[src/rtl/xm_mem_pkg.sv]
// Shared types and constants for the X-Makina memory-side responder.
// The address width follows the processor's byte-addressed MAR, with one bit dropped to form a word address.
package xm_mem_pkg;

  localparam int WORD_W = 16;
  localparam int ADDR_W = WORD_W - (WORD_W / 8) + 1;

  typedef enum logic [1:0] {
    IDLE   = 2'd0,
    ACCESS = 2'd1,
    RESP   = 2'd2
  } state_t;

  localparam logic [1:0] BE_WORD = 2'b11;
  localparam logic [1:0] BE_HI   = 2'b10;
  localparam logic [1:0] BE_LO   = 2'b01;

  function automatic logic [1:0] be_sel(input logic byte_op, input logic byte_hi);
    if (!byte_op) return BE_WORD;
    return byte_hi ? BE_HI : BE_LO;
  endfunction

endpackage

[src/rtl/xm_wait_counter.sv]
// Loadable 4-bit down-counter that times SRAM wait states.
// It stops at zero instead of wrapping.
module xm_wait_counter (
  input  logic       clk,
  input  logic       rst,
  input  logic       load,
  input  logic       en,
  input  logic [3:0] load_val,
  output logic       zero
);

  logic [3:0] count;

  always_ff @(posedge clk) begin
    if (rst)                      count <= 4'd0;
    else if (load)                count <= load_val;
    else if (en && count != 4'd0) count <= count - 4'd1;
  end

  assign zero = (count == 4'd0);

endmodule

[src/rtl/xm_memory_controller.sv]
// Memory-side responder: takes datapath requests, runs one SRAM access with wait states, and answers with a ready pulse.
// Handshake: req_i is sampled only in IDLE; ready_o is a one-cycle pulse carrying rdata_o/err_o, and the requester re-issues after it.
module xm_memory_controller
  import xm_mem_pkg::*;
#(
  parameter int unsigned       WORD       = 16,
  parameter int unsigned       WAIT       = 2,
  parameter logic [ADDR_W-1:0] ADDR_LIMIT = 15'h7FFF
) (
  input  logic              clk_i,
  input  logic              arst_i,
  input  logic              req_i,
  input  logic              wr_i,
  input  logic              byteOp_i,
  input  logic              byteHi_i,
  input  logic [ADDR_W-1:0] addr_i,
  input  logic [WORD-1:0]   wdata_i,
  output logic [WORD-1:0]   rdata_o,
  output logic              ready_o,
  output logic              err_o,
  output logic              sram_cs_o,
  output logic              sram_we_o,
  output logic [1:0]        sram_be_o,
  output logic [ADDR_W-1:0] sram_addr_o,
  output logic [WORD-1:0]   sram_wdata_o,
  input  logic [WORD-1:0]   sram_rdata_i,
  output logic [1:0]        dbg_state
);

  state_t              state, next_state;
  logic                wr_q, byte_q, hi_q, err_q;
  logic [ADDR_W-1:0]   addr_q;
  logic [WORD-1:0]     wdata_q, rdata_q, steered;
  logic                accept, bad_addr, cnt_zero;

  assign accept   = (state == IDLE) && req_i;
  assign bad_addr = (addr_i > ADDR_LIMIT);
  assign dbg_state = state;

  xm_wait_counter u_wait (
    .clk      (clk_i),
    .rst      (arst_i),
    .load     (accept && !bad_addr),
    .en       (state == ACCESS),
    .load_val (4'(WAIT)),
    .zero     (cnt_zero)
  );

  always_ff @(posedge clk_i) begin
    if (arst_i) state <= IDLE;
    else        state <= next_state;
  end

  always_comb begin
    next_state = state;
    case (state)
      IDLE:    if (req_i) next_state = bad_addr ? RESP : ACCESS;
      ACCESS:  if (cnt_zero) next_state = RESP;
      RESP:    next_state = IDLE;
      default: next_state = IDLE;
    endcase
  end

  // Byte reads return the selected lane zero-extended into the low byte.
  always_comb begin
    steered = sram_rdata_i;
    if (byte_q)
      steered = {{(WORD-8){1'b0}}, hi_q ? sram_rdata_i[WORD-1 -: 8] : sram_rdata_i[7:0]};
  end

  // rdata_q is cleared on accept so writes and errors answer with zero.
  always_ff @(posedge clk_i) begin
    if (arst_i) begin
      wr_q    <= 1'b0;
      byte_q  <= 1'b0;
      hi_q    <= 1'b0;
      err_q   <= 1'b0;
      addr_q  <= '0;
      wdata_q <= '0;
      rdata_q <= '0;
    end else if (accept) begin
      wr_q    <= wr_i;
      byte_q  <= byteOp_i;
      hi_q    <= byteHi_i;
      err_q   <= bad_addr;
      addr_q  <= addr_i;
      wdata_q <= wdata_i;
      rdata_q <= '0;
    end else if (state == ACCESS && cnt_zero && !wr_q) begin
      rdata_q <= steered;
    end
  end

  always_comb begin
    sram_cs_o    = 1'b0;
    sram_we_o    = 1'b0;
    sram_be_o    = 2'b00;
    sram_addr_o  = '0;
    sram_wdata_o = '0;
    ready_o      = 1'b0;
    rdata_o      = '0;
    err_o        = 1'b0;
    case (state)
      ACCESS: begin
        sram_cs_o    = 1'b1;
        sram_we_o    = wr_q;
        sram_be_o    = be_sel(byte_q, hi_q);
        sram_addr_o  = addr_q;
        sram_wdata_o = wdata_q;
      end
      RESP: begin
        ready_o = 1'b1;
        rdata_o = rdata_q;
        err_o   = err_q;
      end
      default: ;
    endcase
  end

endmodule

[config.mk]
export PLATFORM = sky130hd
export DESIGN_NAME = xm_memory_controller
export DESIGN_NICKNAME = d
export VERILOG_FILES = /design/src/rtl/xm_mem_pkg.sv /design/src/rtl/xm_wait_counter.sv /design/src/rtl/xm_memory_controller.sv
export SDC_FILE = /design/constraint.sdc
export NUM_CORES = 1
export LEC_CHECK = 0
export CAP_MARGIN = 40
export CORE_ASPECT_RATIO = 1.2
export CORE_MARGIN = 2
export CORE_UTILIZATION = 30
export CTS_CLUSTER_SIZE = 16
export DETAILED_ROUTE_END_ITERATION = 16
export GPL_TIMING_DRIVEN = 0
export PLACE_DENSITY_LB_ADDON = 0.2
export SLEW_MARGIN = 15
export SYNTH_ARGS = -nofsm -noshare
export SYNTH_HDL_FRONTEND = slang
export SYNTH_SLANG_ARGS = --single-unit
[constraint.sdc]
create_clock -name clk_i -period 4 [get_ports clk_i]
set_input_delay 0.8 -clock clk_i [delete_from_list [all_inputs] [get_ports clk_i]]
set_output_delay 0.8 -clock clk_i [all_outputs]
set_load 0.02 [all_outputs]
### After elaboration in Yosys (flattened, before gate mapping)

Cells that the tools add are included.

* flip-flop bits (word level): 57
* input port bits: 53
* output and inout port bits: 55
* word-level logic and storage cells: 51

* add/sub/neg operators: 1
* order comparisons: 1
* equal/unequal tests: 4
* mux-type cells: 21
* reductions and logical operators: 14

Operators with widths (count)
* two-way mux 16 bit: 3
* two-way mux 2 bit: 9
* greater-than comparator 15 bit, second input constant: 1
* two-way mux 15 bit: 1
* two-way mux 8 bit: 1
* two-way mux 1 bit: 6
* logical AND 1 bit: 5
* zero test 4 bit: 1
* inequality test 2 bit, second input constant: 2
* case mux 2 bit (2 select lines): 1
* nonzero test 4 bit: 1
* OR reduction 2 bit: 2
* subtractor 4 x 1 -> 4 bit, second input constant: 1
* == test 2 x 1 -> 1 bit, second input constant: 1
* == test 2 bit, second input constant: 1
* zero test 1 bit: 2
* zero test 2 bit: 1
* AND reduction 2 bit: 1
* nonzero test 2 bit: 1

### Longest topological paths before layout

* word-level depth: 4
* mapped depth: 6
* gate-level depth less buffers: 5

### Modules after synthesis

A second synthesis with hierarchy kept.

* cell total of the unflattened synthesis: 294
* area total of the unflattened synthesis: 2631.3 sq um

Modules (own cells, without submodules)
* xm_memory_controller: times used 1, cells an instance 265, area an instance 2368.5 sq um
* xm_wait_counter: times used 1, cells an instance 29, area an instance 262.8 sq um

### Least setup slack after synthesis

Ideal clock, no wire load.

* path type: reg-to-output
* from: register state[1] (netlist: dbg_state[1])
* to: output port rdata_o[10]
* arrival: 1.541 ns
* slack: 1.659 ns
* cell stages (with the launch flop): 5
* path buffers: 2
* path through: dfxtp_1 buf_6 nor2b_1 clkbuf_1 and2_1

* longest elaborated chain between the ends: 2

RTL lines
* start: declaration: RTL line xm_memory_controller.sv:30 `state_t state, next_state;`
* start signal: assignment: RTL line xm_memory_controller.sv:51 `else state <= next_state;`
* == test 2 bit: RTL line xm_memory_controller.sv:103 `case (state)`
* two-way mux 16 bit: RTL line xm_memory_controller.sv:103
* end: declaration: RTL line xm_memory_controller.sv:18 `output logic [WORD-1:0] rdata_o,`

No other way between the ends.

### Worst setup path in the final report

* from: register state[0] (netlist: dbg_state[0])
* to: output port sram_addr_o[3]

* longest elaborated chain between the ends: 2

RTL lines
* == test 2 x 1 -> 1 bit: RTL line xm_memory_controller.sv:103
* two-way mux 15 bit: RTL line xm_memory_controller.sv:103
* end: declaration: RTL line xm_memory_controller.sv:24 `output logic [ADDR_W-1:0] sram_addr_o,`

No other way between the ends.

==> reports/results.txt <==
The flow ran to the end, and the final reports show no timing, DRC or antenna violations. Internal power of the cells: 1.13 mW. The die covers 9580 sq um. Of all nets on the critical path, the largest fanout is 10. Summed over all nets, the half-perimeter wirelength after detailed placement is 5.41 mm.

The path class of the tightest hold or removal check is register to register. Max-cap violations in this run came to 0. For the clock latency on the worst-skew pair, the log shows 340 ps. Across all setup checks in the final design, the least slack found is 718 ps. The analysis attributes to net switching a power of 0.437 mW. The ratio of cells with drive above 1 in the final layout works out to 8.44%. The count of nets after finishing is 499. The area growth from synthesis to layout is 54.7%. The worst setup path is launched from a register. The most used flip-flop cell after synthesis is sky130_fd_sc_hd__dfxtp_1.

The tools report the total iterations of the first detailed-routing run as 4. The total buffers and inverters traversed by the critical path was 3; the worst setup timing slack at the placement stage was 1030 ps. The number of I/O port buffers is 107. The total nets after synthesis was 381; the effective utilization at floorplan was 30.9%. The deepest clock path buffer count was 2.

The sum of negative setup slack is 0 ps. Based on the critical path, the design can be clocked at up to 305 MHz. Summed over all layers, the global routing overflow is 0. Dominant cell by count in the synthesized netlist: sky130_fd_sc_hd__nand2_1. The tools report the required time of the worst setup path as 3200 ps. The mean instance size in the synthesized netlist was 8.08 sq um; the final critical-path share of the clock period was 82.1%. Across every metal layer, demand over resource in global routing totals 15.9%.

In the post-synthesis netlist, the biggest area contributors are sky130_fd_sc_hd__dfxtp_1, sky130_fd_sc_hd__and2_1, sky130_fd_sc_hd__nand2_1. Dividing the detail-routed via count by the number of cells gives 4.67. The combinational power share was 20.9%. The run gives 0 as the post-cts repair resize count. The minimum clock period came out at 3280 ps.

The clock input transition at the sequential cells of the worst setup and hold paths came out at 70 ps. On the critical path the largest part of the delay comes from buffers and inverters. The setup clock skew after layout is 7.56 ps, and the number of ports placed on the die boundary is 108. The number of unique standard cell types used by synthesis is 29. Entering global routing, the biggest net connects 12 pins.

For the via count of the first global-routing pass, the log shows 2539. Measured along the x axis, the die boundary spans 89.7 microns. The wire length of the first global-routing pass came out at 11.6 mm. Dividing total power by cell area gives a power density of 384 nW/um^2. Of the post-synthesis cell area, the dominant cell type holds 43.2%. The tools report the type of destination of the critical path as an output pin. The number of slew-limit violations in the final report is 0. The die is 107 microns tall. Data on the critical path arrives at its endpoint at 2480 ps. The clock network burns 39.1% of the power. In this run the cell area measured after placement is 3860 sq um.

The tools report the worst ir drop on vdd as 0.206 mV. The DRC marker count from the first detailed-route iteration is 103, and the number of instances in the synthesized netlist is 327. The routed layout has 2646 vias. Number of antenna violations at the first check in global routing: 0. For this run, the share of the core covered by cells in the final layout is 47.8%.

For this design the static power due to leakage is 1.48 nW. After detailed routing, the total wire length is 7.41 mm. The antenna violation net count after detailed routing was 0. The tools report the netlist area before placement as 2640 sq um.

The logs give 0 for the number of remaining DRC errors and 40.0% for the register share of total power. The commonest cells after synthesis are sky130_fd_sc_hd__nand2_1, sky130_fd_sc_hd__dfxtp_1, sky130_fd_sc_hd__a21oi_1, sky130_fd_sc_hd__and2_1, sky130_fd_sc_hd__clkbuf_1. Sequential cells were found to cover 43.2% of the synthesized design area. Of all cell types, the one taking the most synthesized area is sky130_fd_sc_hd__dfxtp_1. Traced cell by cell, the critical path runs through or2b_1, clkinv_1, clkbuf_1, and2_1, clkdlybuf4s50_1. In this run, synthesis inferred 0 flip-flops with an integrated enable. CTS placed an instance of sky130_fd_sc_hd__clkbuf_8 at the clock tree root.

Detail-routed net length per standard cell: 13.1 microns. The number of antenna cells inserted was 0. The slowest stage of the critical path belongs to the cell sky130_fd_sc_hd__clkdlybuf4s50_1. The core footprint was 8560 sq um.

Hold repair after CTS inserted 0 buffers. In this run switching power makes up 27.9% of total power. Setup violations remaining at the end of the flow were counted as 0. At the pin with the least slew margin, the transition time is 642 ps.

The last weighted congestion value of the routability-driven placer is 0.848. With fillers left out, the area of the finished cells amounts to 4090 sq um. The level count of the clock H-tree is 3.

The delay of the slowest cell on the worst path was 610 ps. In this run the tightest slew margin relative to its limit is 57.1%. The share of flip-flops with an asynchronous set or reset after synthesis was 0%; the total design power was 1.57 mW. The logs give 0 for the Yosys warning count and 37 for the row count. In this run, synthesis produced a sequential element count of 57. The run gives 0 as the count of endpoints failing hold in the final timing report. The number of CTS-inserted buffers came out at 9.

The critical path class is register to output pin. Setup repair after global routing left no endpoint under its margin. TritonCTS built the clock tree.

In this run the post-CTS setup repair buffer count came out at 0. The CTS sink count is 57, and the layout filler cell count is 863.
[per-stage QoR]
stage,instances,hold slack [ps]
3_5_place_dp,551,416
6_report,567,423
3_3_place_gp,551,414
2_1_floorplan,327,404
4_1_cts,567,428
5_1_grt,567,452
[state kept, by name, indices dropped and copies added, names as in the netlist]
signal	cells
addr_q	15
byte_q	1
dbg_state	2
err_q	1
hi_q	1
rdata_q	16
u_wait.count	4
wdata_q	16
wr_q	1
[per-layer routing]
metal | part of all wire [%] | wire length, microns | track usage [%] | up-vias
li1 | - | - | - | 1330
met1 | 42 | 3120 | 18.7 | 1200
met2 | 47 | 3470 | 25.3 | 99
met3 | 8.3 | 619 | 5.70 | 17
met4 | 2.8 | 204 | 7.57 | 0
met5 | 0 | 0 | 0 | -
[power groups by stage]
stage	clock network (mW)	registers, mW	logic, mW
3_5_place_dp	0	0.641	0.331
4_1_cts	0.632	0.628	0.333
3_3_place_gp	0	0.639	0.328
2_1_floorplan	0	0.637	0.195
5_1_grt	0.661	0.633	0.363
6_report	0.613	0.628	0.329
[path summary, 6_finish.rpt]
kind                                              startpoint  slack [ps]  cells past startpoint                      end
worst min register to register            err_q$_SDFFE_PP0P_         420                      2       err_q$_SDFFE_PP0P_
worst min-delay path                      err_q$_SDFFE_PP0P_         420                      2       err_q$_SDFFE_PP0P_
worst max register to register  u_wait.count[0]$_SDFFE_PP0P_        2280                      6  rdata_q[7]$_SDFFE_PP0P_
worst max-delay path               dbg_state[0]$_SDFFE_PP0P_         720                      5           sram_addr_o[3]
[cell usage in the layout, fill, tap and decap left out]
cell                              synthesis  final
sky130_fd_sc_hd__a211oi_1                 1      1
sky130_fd_sc_hd__a21oi_1                 55     55
sky130_fd_sc_hd__a311oi_1                 7      7
sky130_fd_sc_hd__a311oi_2                 1      1
sky130_fd_sc_hd__a31oi_1                  1      1
sky130_fd_sc_hd__and2_1                  49     49
sky130_fd_sc_hd__buf_2                    4      4
sky130_fd_sc_hd__buf_6                   10     10
sky130_fd_sc_hd__bufinv_16                0      2
sky130_fd_sc_hd__clkbuf_1                11     11
sky130_fd_sc_hd__clkbuf_8                 0     10
sky130_fd_sc_hd__clkdlybuf4s50_1          0    107
sky130_fd_sc_hd__clkinv_1                 1      1
sky130_fd_sc_hd__clkinv_4                 0      1
sky130_fd_sc_hd__clkinvlp_4               0      3
sky130_fd_sc_hd__dfxtp_1                 57     57
sky130_fd_sc_hd__ha_1                     1      1
sky130_fd_sc_hd__inv_1                    5      5
sky130_fd_sc_hd__nand2_1                 77     77
sky130_fd_sc_hd__nand2b_2                 1      1
sky130_fd_sc_hd__nand3_1                 10     10
sky130_fd_sc_hd__nand4b_1                 9      9
sky130_fd_sc_hd__nor2_1                   3      3
sky130_fd_sc_hd__nor2_4                   1      1
sky130_fd_sc_hd__nor2b_1                  2      2
sky130_fd_sc_hd__nor3_1                   2      2
sky130_fd_sc_hd__nor3b_2                  1      1
sky130_fd_sc_hd__nor3b_4                  2      2
sky130_fd_sc_hd__o21a_1                   1      1
sky130_fd_sc_hd__o21ai_0                 10     10
sky130_fd_sc_hd__o41ai_1                  1      1
sky130_fd_sc_hd__or2b_1                   1      1
sky130_fd_sc_hd__or3b_1                   1      1
sky130_fd_sc_hd__or3b_2                   2      2
[layout make-up]
class | count | area [sq um] | area share, %
sequential | 57 | 1140 | 27.9
clock inverter | 6 | 91.3 | 2.23
clock buffer | 10 | 138 | 3.36
buffer | 25 | 174 | 4.25
timing repair buffer | 107 | 1070 | 26.2
inverter | 6 | 22.5 | 0.551
tap | 117 | 146 | 3.58
multi-input combinational | 239 | 1310 | 31.9
[logic make-up after synthesis]
logic type,after synthesis,share of synthesized area (%)
and+or+nand+nor,161,32.6
DFF,57,43.2
buffers and inverters,31,7.43
adders and majority gates,1,0.473
AOI/OAI and AO/OA,77,16.3
[tightest hold or removal path, delay by kind of cell, from the launching register on]
family                 cells  cell delay [ps]
buffers and inverters      1               40
flip-flops                 1              310
AND/OR/NAND/NOR            1               30
Note: power is estimated with default switching activity, not from simulation.
